## src/rtl/meta_write_arbiter.sv

```systemverilog
// meta_write_arbiter: N-to-1 metadata write arbiter with round-robin or fixed priority,
// per-channel grant locking and a single registered output stage.
module meta_write_arbiter #(
    parameter int N  = 8,
    parameter int W  = 36,
    parameter int RR = 1
) (
    input  logic                  clk_i,
    input  logic                  rst_ni,
    input  logic [N-1:0]          in_valid_i,
    input  logic [N*W-1:0]        in_bits_i,
    input  logic [N-1:0]          in_lock_i,
    output logic [N-1:0]          in_ready_o,
    output logic                  out_valid_o,
    output logic [W-1:0]          out_bits_o,
    output logic [$clog2(N)-1:0]  out_chosen_o,
    input  logic                  out_ready_i
);
    localparam int IW = $clog2(N);

    logic [IW-1:0] ptr_q, ptr_d, lock_owner_q, lock_owner_d, out_chosen_q, out_chosen_d;
    logic          lock_active_q, lock_active_d, out_valid_q, out_valid_d;
    logic [W-1:0]  out_bits_q, out_bits_d;
    logic [IW-1:0] sel, idx;
    logic          found, accept, xfer;

    assign accept = !out_valid_q || out_ready_i;
    assign xfer   = found && accept && rst_ni;

    // A held lock pins the grant to its owner, even if that stalls everyone else.
    always_comb begin
        found = 1'b0;
        sel   = '0;
        idx   = '0;
        if (lock_active_q) begin
            found = in_valid_i[lock_owner_q];
            sel   = lock_owner_q;
        end else begin
            for (int k = 0; k < N; k++) begin
                idx = (RR != 0) ? IW'((int'(ptr_q) + k) % N) : IW'(k);
                if (!found && in_valid_i[idx]) begin
                    found = 1'b1;
                    sel   = idx;
                end
            end
        end
    end

    always_comb begin
        in_ready_o = '0;
        if (xfer) in_ready_o[sel] = 1'b1;
    end

    always_comb begin
        out_valid_d   = xfer ? 1'b1 : (out_ready_i ? 1'b0 : out_valid_q);
        out_bits_d    = xfer ? in_bits_i[sel*W +: W] : out_bits_q;
        out_chosen_d  = xfer ? sel : out_chosen_q;
        lock_active_d = xfer ? in_lock_i[sel] : lock_active_q;
        lock_owner_d  = xfer ? sel : lock_owner_q;
        ptr_d         = (xfer && RR != 0) ? ((sel == IW'(N - 1)) ? '0 : sel + 1'b1) : ptr_q;
    end

    always_ff @(posedge clk_i or negedge rst_ni) begin
        if (!rst_ni) begin
            out_valid_q   <= 1'b0;
            out_bits_q    <= '0;
            out_chosen_q  <= '0;
            ptr_q         <= '0;
            lock_active_q <= 1'b0;
            lock_owner_q  <= '0;
        end else begin
            out_valid_q   <= out_valid_d;
            out_bits_q    <= out_bits_d;
            out_chosen_q  <= out_chosen_d;
            ptr_q         <= ptr_d;
            lock_active_q <= lock_active_d;
            lock_owner_q  <= lock_owner_d;
        end
    end

    assign out_valid_o  = out_valid_q;
    assign out_bits_o   = out_bits_q;
    assign out_chosen_o = out_chosen_q;
endmodule

```

## config.mk

```make
export PLATFORM = sky130hd
export DESIGN_NAME = meta_write_arbiter
export DESIGN_NICKNAME = d
export VERILOG_FILES = /design/src/rtl/meta_write_arbiter.sv
export SDC_FILE = /design/constraint.sdc
export NUM_CORES = 1
export LEC_CHECK = 0
export CAP_MARGIN = 20
export CORE_MARGIN = 4
export CORE_UTILIZATION = 25
export DETAILED_ROUTE_END_ITERATION = 10
export HOLD_SLACK_MARGIN = 0.08
export PLACE_DENSITY = 0.69
export SLEW_MARGIN = 20
export SYNTH_ARGS = -nofsm -noshare
export SYNTH_HDL_FRONTEND = slang
export SYNTH_SLANG_ARGS = --single-unit
```

## constraint.sdc

```tcl
create_clock -name clk_i -period 6.29 [get_ports clk_i]
set_input_delay 0.9435 -clock clk_i [delete_from_list [all_inputs] [get_ports clk_i]]
set_output_delay 0.9435 -clock clk_i [all_outputs]
set_load 0.02 [all_outputs]
```

==> reports/results.ini <==
[status]
outcome = completed

[yosys]
synth.distinct_cells = 52
yosysWarnings = 0
yosysSeqAreaShare = 0.193
synth-seq-cells = 44
netlist_area_um2 = 5710
async_flop_share = 1.00
avgSynthCellArea_um2 = 10.5
synth_edf_count = 0
synthCells = 546
synth.net_count = 855
synth_ff_type = dfrtp_1

[worst_setup_path]
cp-start-kind = flop
rr_startpoint = ptr_q[1]$_DFFE_PN0P_
reg2reg_to = out_bits_o[20]$_DFFE_PN0P_
rr_worst_depth = 11
end_kind = primary output
path_max_fanout = 15
worstPathRequired_ns = 5.35
critical_path_class = flop to primary output
critical_path_arrival_ns = 4.56
r2r_slack_ns = 1.53

[sta]
tns_ns = 0
tightest_slew_ns = 0.895
min_period_ns = 5.50
fin_crit_sh = 0.875
fmax_ghz = 0.182
drv_slew = 0
hold_viol = 0
worst_slack_ns = 0.787
setup_viol = 0
max-slew-margin-rel = 0.404
rsz0062_at_grt = no
skew_ns = 0.00711

[detailed_routing]
dr_total_vias = 5681
ant_nets = 0
drt_first_pass_iters = 4
vias_per_cell = 4.91
drtIter0Drc = 288
totalWireLength_um = 23000
drc_errors = 0
wl_per_cell_um = 19.9

[grt]
antenna_found_initial = 1
grt_pass1_vias = 5936
track_usage = 0.173
grt_overflow = 0
grt_pass1_wl_um = 35200
grt_max_degree = 116

[clock_tree]
cts_setup_buffers = 0
numCtsBuffers = 5
path_clk_slew_ns = 0.07
insertion_delay_ns = 0.29
cts_resized = 0
cts_max_path_buffers = 2
postCtsHoldBufs = 0
root_buffer = clkbuf_16
cts.sinks = 44
cts_tree = yes
htree_levels = 2

[final_layout]
final_nets = 1179
syn2layout_area_growth_pct = 67.5
nFillCells = 2212
drive_above_1_share = 0.166

[job]
max-cap-violations = 0

[floorplanning]
dieHeight_um = 159
core_um2 = 22600
chipWidth_um = 159
rows = 55
initial_utilization = 0.253
io-pin-count = 355
dieArea_um2 = 25300

[power]
p_leak_nw = 3.81
p_sw_mw = 2.66
intPower_mw = 2.90
pwr-share-seq = 0.099
irDropWorstVdd_uv = 1410
switching_share = 0.478
p_per_area_nw_per_um2 = 581
clkPwrFrac = 0.047
comb_power_share = 0.853

[min_path]
worstHoldEndpoint = out_bits_o[24]$_DFFE_PN0P_
min_path_cells = 2
min_from = out_bits_o[24]$_DFFE_PN0P_
worstHoldPathType = flop to flop

[placed_design]
gp_congestion = 0.844
port-buffer-count = 354
dp_hpwl_um = 18200
dpl_worst_slack_ns = 0.847

==> layout by cell type, fill, tap and decap left out, drive strengths merged, types with 5 or more instances in the layout <==
master and instances:
dfrtp 44, inv 10, nand2 59, o21ai 5
buf 13, mux4 15, xnor2 5, mux2i 155
o221ai 37, clkdlybuf4s50 353, a21oi 6, nor2 18
mux2 84, nor3 7, clkbuf 5
==> stage by stage <==
step | cell area, µm² | hold slack [ns] | cells | total power, mW | utilization
CTS | 9570 | 0.494 | 1155 | 5.63 | 0.424
finish | 9570 | 0.486 | 1156 | 5.56 | 0.424
global route | 9570 | 0.508 | 1156 | 5.97 | 0.424
floorplan | 5710 | 0.607 | 546 | 4.28 | -
global placement | 9430 | 0.469 | 1148 | 5.32 | 0.418
detailed placement | 9430 | 0.475 | 1148 | 5.35 | 0.418
==> critical path, stage by stage, from the launching register on <==
cell             delay [ns]
dfrtp_1                0.35
inv_1                  0.13
ha_1                   0.69
mux2_2                 0.44
mux4_2                 0.56
or2_1                  0.29
or2_1                  0.26
or3_1                  0.36
a31oi_4                0.26
nand2_1                0.16
nor2_1                 0.13
clkdlybuf4s50_1        0.62
==> cell type report <==
cell class | instances | area, µm² | area share
flip-flops and latches | 44 | 1100 | 0.115
well taps | 285 | 357 | 0.0372
clock buffers | 5 | 125 | 0.0131
repair buffers | 366 | 3640 | 0.380
clock inverters | 2 | 12.5 | 0.00131
inverters | 10 | 37.5 | 0.00392
multi-input cells | 443 | 4300 | 0.449
diodes | 1 | 2.50 | 0.000261
==> registers in the layout (all words and copies together) (netlist names) <==
| name | flops |
|---|---|
| lock_active_q | 1 |
| out_valid_o | 1 |
| out_chosen_o | 3 |
| out_bits_o | 36 |
| ptr_q | 3 |
==> synthesized netlist by cell type, types with 2 or more instances <==
cell,n,area share
a21oi_1,6,0.0053
a221oi_1,3,0.0046
a22oi_1,2,0.0026
a31oi_1,3,0.0033
and2_1,2,0.0022
buf_1,2,0.0013
buf_2,14,0.012
buf_4,12,0.016
buf_6,9,0.018
clkbuf_1,12,0.0079
dfrtp_1,44,0.19
ha_1,2,0.0044
inv_1,10,0.0066
mux2_1,20,0.039
mux2_2,54,0.11
mux2_4,10,0.026
mux2i_1,155,0.27
mux4_2,15,0.059
nand2_1,59,0.039
nand2b_1,3,0.0033
nand3_1,3,0.0026
nand4_1,2,0.0022
nor2_1,18,0.012
nor2b_1,2,0.0022
nor3_1,7,0.0061
nor4_1,2,0.0022
o21a_1,3,0.0039
o21ai_0,2,0.0018
o21ai_1,2,0.0018
o221ai_2,36,0.095
o22ai_1,2,0.0022
o31a_1,3,0.0046
o31ai_1,2,0.0026
or2_1,2,0.0022
or3_1,2,0.0022
xnor2_1,5,0.0077
==> worst max path at each step <==
stage | from | to | slack (ns) | cells past startpoint
floorplan | ptr_q[1]$_DFFE_PN0P_ | in_ready_o[4] | 1.17 | 13
global placement | in_valid_i[4] | in_ready_o[1] | 0.90 | 11
detailed placement | in_valid_i[3] | in_ready_o[7] | 0.85 | 10
CTS | ptr_q[1]$_DFFE_PN0P_ | in_ready_o[7] | 0.76 | 11
global route | ptr_q[1]$_DFFE_PN0P_ | in_ready_o[3] | 0.54 | 11
finish | ptr_q[1]$_DFFE_PN0P_ | in_ready_o[7] | 0.79 | 11
==> routing by layer <==
| layer | track usage | wire length (µm) | up-vias |
|---|---|---|---|
| met5 | 0 | 0 | - |
| met4 | 0.0398 | 523 | 0 |
| met3 | 0.0469 | 1610 | 29 |
| met2 | 0.294 | 11000 | 254 |
| met1 | 0.220 | 9840 | 2654 |
| li1 | - | - | 2744 |
==> power by group through the flow <==
stage / combinational, mW / sequential [mW] / clock [mW]
final: 4.74 / 0.551 / 0.264
after global routing: 5.11 / 0.570 / 0.291
after CTS: 4.80 / 0.552 / 0.282
after detailed placement: 4.79 / 0.553 / 0
after global placement: 4.77 / 0.549 / 0
after floorplan: 3.62 / 0.659 / 0
==> logic make-up (layout without fill, tap and decap cells) <==
family | after synthesis | after routing | share of synthesized area
mux | 254 | 254 | 0.503
simple gates | 103 | 103 | 0.0769
compound gates | 79 | 79 | 0.154
buf+inv | 59 | 383 | 0.0615
flops | 44 | 44 | 0.193
xor+xnor | 5 | 5 | 0.00766
fa+ha+maj | 2 | 2 | 0.00438
other cells | 0 | 1 | 0
No activity file was read; power rests on OpenSTA's default activity.
